**config.mk**
```make
export PLATFORM = sky130hd
export DESIGN_NAME = alu_core
export DESIGN_NICKNAME = d
export VERILOG_FILES = /design/src/rtl/alu_pkg.sv /design/src/rtl/alu_adder.sv /design/src/rtl/alu_core.sv
export SDC_FILE = /design/constraint.sdc
export NUM_CORES = 1
export LEC_CHECK = 0
export CAP_MARGIN = 20
export CORE_ASPECT_RATIO = 1.5
export CORE_MARGIN = 2
export CORE_UTILIZATION = 30
export CTS_BUF_LIST = sky130_fd_sc_hd__clkbuf_4
export DETAILED_ROUTE_END_ITERATION = 10
export GPL_ROUTABILITY_DRIVEN = 0
export PLACE_DENSITY_LB_ADDON = 0.2
export SLEW_MARGIN = 10
export SYNTH_ARGS = -nofsm -noshare
export SYNTH_HDL_FRONTEND = slang
export SYNTH_SLANG_ARGS = --single-unit
export TNS_END_PERCENT = 30
```
**constraint.sdc**
```tcl
create_clock -name clk -period 1.1 [get_ports clk]
set_input_delay 0.22 -clock clk [delete_from_list [all_inputs] [get_ports clk]]
set_output_delay 0.22 -clock clk [all_outputs]
set_load 0.01 [all_outputs]
```
**src/rtl/alu_pkg.sv**
```systemverilog
// Shared constants for the BasicCPU ALU: default width, unit select and per-unit operation codes.
package alu_pkg;

    localparam int DATA_WIDTH_DEFAULT = 8;

    typedef enum logic [1:0] {
        UNIT_AU   = 2'b00,
        UNIT_LU   = 2'b01,
        UNIT_SHU  = 2'b10,
        UNIT_RSVD = 2'b11
    } unit_e;

    localparam logic [2:0] AU_ADD   = 3'b000;
    localparam logic [2:0] AU_SUB   = 3'b001;
    localparam logic [2:0] AU_INC   = 3'b010;
    localparam logic [2:0] AU_DEC   = 3'b011;
    localparam logic [2:0] AU_NEG   = 3'b100;
    localparam logic [2:0] AU_RSUB  = 3'b101;
    localparam logic [2:0] AU_PASSA = 3'b110;
    localparam logic [2:0] AU_PASSB = 3'b111;

    localparam logic [1:0] LU_AND = 2'b00;
    localparam logic [1:0] LU_OR  = 2'b01;
    localparam logic [1:0] LU_XOR = 2'b10;
    localparam logic [1:0] LU_NOT = 2'b11;

    localparam logic SHU_SHL = 1'b0;
    localparam logic SHU_SHR = 1'b1;

endpackage

```
**src/rtl/alu_adder.sv**
```systemverilog
// Ripple-carry adder shared by every arithmetic operation of the ALU.
// ALU_OVERFLOW_FLAG_EN adds a two's-complement overflow output.
module alu_adder #(
    parameter int W = 8
) (
    input  logic [W-1:0] a,
    input  logic [W-1:0] b,
    input  logic         cin,
    output logic [W-1:0] sum,
    output logic         cout
`ifdef ALU_OVERFLOW_FLAG_EN
    ,
    output logic         overflow
`endif
);

    always_comb begin
        logic c;
        c   = cin;
        sum = '0;
        for (int i = 0; i < W; i++) begin
            sum[i] = a[i] ^ b[i] ^ c;
            c      = (a[i] & b[i]) | (c & (a[i] ^ b[i]));
        end
        cout = c;
    end

`ifdef ALU_OVERFLOW_FLAG_EN
    // Overflow: both inputs share a sign bit that the sum does not.
    assign overflow = (a[W-1] == b[W-1]) && (sum[W-1] != a[W-1]);
`endif

endmodule

```
**src/rtl/alu_core.sv**
```systemverilog
// Registered single-cycle ALU (arithmetic, logic, shift units) for the BasicCPU datapath.
// ALU_OVERFLOW_FLAG_EN adds the registered overflow flag output V.
module alu_core
    import alu_pkg::*;
#(
    parameter int DATA_WIDTH = DATA_WIDTH_DEFAULT
) (
    input  logic                  clk,
    input  logic                  reset,
    input  logic                  in_valid,
    input  logic [DATA_WIDTH-1:0] A,
    input  logic [DATA_WIDTH-1:0] B,
    input  logic [4:0]            opcode,
    output logic                  out_valid,
    output logic [DATA_WIDTH-1:0] S,
    output logic                  Cout,
    output logic                  Z,
    output logic                  N,
    output logic                  illegal
`ifdef ALU_OVERFLOW_FLAG_EN
    ,
    output logic                  V
`endif
);

    localparam int W = DATA_WIDTH;

    logic [W-1:0] addA, addB, addSum;
    logic         addCin, addCout;
    logic [W-1:0] nextS;
    logic         nextCout, nextIllegal;
    unit_e        unitSel;

    assign unitSel = unit_e'(opcode[4:3]);

    // Every AU operation is one adder pass with muxed operands and carry-in.
    always_comb begin
        addA   = A;
        addB   = '0;
        addCin = 1'b0;
        case (opcode[2:0])
            AU_ADD:  addB = B;
            AU_SUB:  begin addB = ~B; addCin = 1'b1; end
            AU_INC:  addCin = 1'b1;
            AU_DEC:  addB = '1;
            AU_NEG:  begin addA = ~A; addCin = 1'b1; end
            AU_RSUB: begin addA = B; addB = ~A; addCin = 1'b1; end
            default: ;
        endcase
    end

`ifdef ALU_OVERFLOW_FLAG_EN
    logic addOverflow, nextV;
`endif

    alu_adder #(.W(W)) u_adder (
        .a       (addA),
        .b       (addB),
        .cin     (addCin),
        .sum     (addSum),
        .cout    (addCout)
`ifdef ALU_OVERFLOW_FLAG_EN
        ,
        .overflow(addOverflow)
`endif
    );

    always_comb begin
        nextS       = '0;
        nextCout    = 1'b0;
        nextIllegal = 1'b0;
`ifdef ALU_OVERFLOW_FLAG_EN
        nextV       = 1'b0;
`endif
        case (unitSel)
            UNIT_AU: begin
                if (opcode[2:0] == AU_PASSA) begin
                    nextS = A;
                end else if (opcode[2:0] == AU_PASSB) begin
                    nextS = B;
                end else begin
                    nextS    = addSum;
                    nextCout = addCout;
`ifdef ALU_OVERFLOW_FLAG_EN
                    nextV    = addOverflow;
`endif
                end
            end
            UNIT_LU: begin
                case (opcode[1:0])
                    LU_AND:  nextS = A & B;
                    LU_OR:   nextS = A | B;
                    LU_XOR:  nextS = A ^ B;
                    default: nextS = ~A;
                endcase
            end
            UNIT_SHU: begin
                if (opcode[0] == SHU_SHL) begin
                    nextS    = {A[W-2:0], 1'b0};
                    nextCout = A[W-1];
                end else begin
                    nextS    = {1'b0, A[W-1:1]};
                    nextCout = A[0];
                end
            end
            default: nextIllegal = 1'b1;
        endcase
    end

    // Z and N come from the value being loaded so they always agree with S.
    always_ff @(posedge clk or posedge reset) begin
        if (reset) begin
            out_valid <= 1'b0;
            S         <= '0;
            Cout      <= 1'b0;
            Z         <= 1'b0;
            N         <= 1'b0;
            illegal   <= 1'b0;
`ifdef ALU_OVERFLOW_FLAG_EN
            V         <= 1'b0;
`endif
        end else begin
            out_valid <= in_valid;
            if (in_valid) begin
                S       <= nextS;
                Cout    <= nextCout;
                Z       <= (nextS == '0);
                N       <= nextS[W-1];
                illegal <= nextIllegal;
`ifdef ALU_OVERFLOW_FLAG_EN
                V       <= nextV;
`endif
            end
        end
    end

endmodule

```
==> run_results.csv <==
group,metric,value,unit
clock_tree,clk_pin_slew_worst_paths,0.07,ns
setup_path,crit_buf_inv,3,
grt,grt_pass1_vias,2119,
synth,syn-num-nets,288,
synth,synth.most_common_cell,"inv_1",
setup_path,startpoint,"opcode[0]",
floorplanning,fp.dieW,68.99,um
clock_tree,cts.path.max_buffers,2,
power,p_int,1.266,mW
drt,first_iter_violations,53,
drt,drcViolationCount,0,
timing,final-setup-viol-count,10,
timing,slew_headroom,64.05,%
synth,synth_warnings,0,
setup_path,cp_max_fo,8,
timing,slew_viol_final,0,
synth,synth_cell_types,43,
floorplanning,rows,35,
synth,ys.flop_type,"dfrtp_1",
floorplanning,die_height,101.5,um
setup_path,r2r-start,"S[4]",
clock_tree,htree_levels,1,
timing,period_needed,3.970,ns
synth,synthTopCellsByCount,"inv_1, nor2_1, a21oi_1, ha_1, nand2_1",
floorplanning,coreArea,6131,um2
synth,synth.area.top_cells,"dfrtp_1, ha_1, fa_1, inv_1, mux2i_1",
drt,via_count,2054,
setup_path,crit_path_max_incr_delay,0.41,ns
run_status,violations,"setup timing",
finish,antennaDiodeCount,0,
clock_tree,numClockSinks,12,
finish,nets,383,
power,power_frac_seq,25.3,%
power,clkPwrFrac,12.9,%
finish,multiInputGateArea,1545,um2
floorplanning,io_pins,37,
setup_path,critPathLaunchType,"primary input",
grt,antenna_found_initial,0,
setup_path,critPathCapture,"Z",
synth,netlist.top_cell.by_area,"dfrtp_1",
setup_path,crit_chain,"buf_12 > nand2_8 > nor2_4 > a21oi_2 > o22ai_2 > fa_2 > fa_2 > fa_2 > fa_2 > fa_2 > inv_2 > fa_2 > fa_2 > inv_2 > fa_2 > a21oi_2 > a311oi_2 > a221oi_2 > nand4_1 > o32ai_2",
grt,grt_pass1_wl,9.804,mm
finish,fillers,639,
timing,hold_violations,0,
synth,synth_edf_count,0,
clock_tree,cts_tree,"built",
placed_design,io_buffers,36,
drt,drtAntennaViolNets,0,
finish,area_growth,54.64,%
setup_path,critPathArrivalTime,4.16,ns
power,comb_power_share,61.9,%
timing,max_freq,251.9,MHz
synth,netlist_area,1901,um2
power,p_per_area,700.8,nW/um2
drt,wl_per_cell,14.67,um
power,ir_drop,0.2089,mV
power,switchingPower,0.7932,mW
synth,synth_seq_cells,12,
job,cap_violations,0,
clock_tree,clk_latency,0.27,ns
setup_path,endpoint_kind,"register",
run_status,outcome,"finished, violations left",
setup_path,path_depth,20,
synth,async_reset_ff_share,100.0,%
setup_path,path_delay_family,"adder cells",
synth,syn_avg_cell_area,7.919,um2
placed_design,place_hpwl,4.889,mm
drt,drt_first_pass_iters,4,
timing,fin_skew,0,ns
timing,tightest_slew,0.5393,ns
power,p_leak,1.404,nW
finish,layout-drive-gt1-share,42.34,%
grt,grt_use_total,18.42,%
drt,wl,5.972,mm
grt,grt_start_max_net_pins,29,
synth,synth_cells,240,
setup_path,critPathKind,"primary input to register",
setup_path,rr_worst_depth,1,
setup_path,crit_slowest_cell,"fa_2",
timing,rsz0062_at_grt,"yes",
floorplanning,dieArea,7001,um2
power,swShare,38.51,%
finish,seq_area,300.3,um2
clock_tree,cts-root-buf,"clkbuf_4",
synth,synth_top_area_share,15.80,%
clock_tree,cts_buffers,3,
timing,setup_slack,-2.870,ns
drt,viasPerCell,5.047,
floorplanning,start_util,31.00,%
setup_path,worstReg2RegEnd,"S[4]",
synth,synth_seq_area_share,15.80,%
setup_path,cpMostUsedCell,"fa_2",
setup_path,r2r_slack,0.35,ns
finish,finish.utilization,47.94,%
min_path,hold_class,"primary input to asynchronous set/reset pin",
setup_path,critPathRequiredTime,1.29,ns
timing,setup_tns,-18.72,ns
grt,grt-ovfl-total,0,
timing,post-route-period-util,360.9,%
-- cells in the final DEF, fill, tap and decap left out, types with 3 or more instances in the layout --
cell / count
inv_2: 4
nand2_1: 14
buf_2: 12
dfrtp_1: 12
a32oi_2: 3
o21ai_0: 10
buf_4: 74
mux4_2: 3
a31oi_1: 3
inv_1: 28
clkdlybuf4s50_1: 16
a21oi_2: 5
nor2_1: 24
fa_2: 8
a21oi_1: 14
o22ai_1: 5
o211ai_1: 4
nand2b_1: 8
mux2i_1: 11
ha_1: 16
clkbuf_4: 4
-- layer usage --
metal  part of all wire, %  vias up  GRT usage [%]
li1                      -     1027              -
met1                    40      965          21.74
met2                    54       51          34.02
met3                   3.8       11          1.000
met4                   1.8        0          6.486
met5                     0        -              0
-- power groups by stage --
stage	Combinational, mW	Clock [mW]	Sequential (mW)
2_1_floorplan	0.610	0	0.557
3_3_place_gp	1.21	0	0.529
3_5_place_dp	1.22	0	0.532
4_1_cts	1.24	0.277	0.522
5_1_grt	1.41	0.284	0.528
6_report	1.27	0.265	0.521
-- registers in the layout, summed over array words and instances, names as in the netlist --
| register | cells |
|---|---|
| Cout | 1 |
| S | 8 |
| Z | 1 |
| illegal | 1 |
| out_valid | 1 |
-- worst min path at each step --
| stage | endpoint | slack [ns] | depth (start not counted) |
|---|---|---|---|
| floorplan | Cout | 0.08 | 1 |
| global placement | Cout | 0.49 | 1 |
| detailed placement | Cout | 0.50 | 1 |
| CTS | S[7] | 0.26 | 2 |
| global route | S[7] | 0.32 | 2 |
| finish | S[7] | 0.24 | 2 |
-- area by class of cell --
| type | count | share of cell area [%] |
|---|---|---|
| multi-input cells | 176 | 52.58 |
| repair buffers | 109 | 28.99 |
| flip-flops and latches | 12 | 10.22 |
| inverters | 33 | 4.300 |
| well taps | 74 | 3.150 |
| clock buffers | 3 | 0.7663 |
-- cell families after synthesis --
kind of cell | count (synthesis) | synth area share, %
simple gates | 65 | 15.54
compound gates | 67 | 23.63
fa+ha+maj | 24 | 18.96
mux | 19 | 13.89
xor+xnor | 1 | 0.4609
buf+inv | 52 | 11.72
flops | 12 | 15.80
-- per-stage QoR --
stage | cell area (um2) | power, mW | hold slack (ns) | setup WS [ns] | cells
floorplan | 1971 | 1.167 | 0.08470 | -3.230 | 240
global placement | 2833 | 1.737 | 0.4941 | -3.673 | 401
detailed placement | 2833 | 1.754 | 0.4990 | -3.731 | 401
CTS | 2880 | 2.040 | 0.2565 | -3.026 | 407
global route | 2939 | 2.224 | 0.3238 | -3.046 | 407
finish | 2939 | 2.060 | 0.2434 | -2.870 | 407
-- repair_timing --
action,in CTS,in global routing
setup endpoints to repair,23,12
hold buffers,0,0
cloned,0,0
gates resized for setup,100,17
pin swaps,16,18
buffers inserted,4,0
Power figures use the tool's default switching activity.
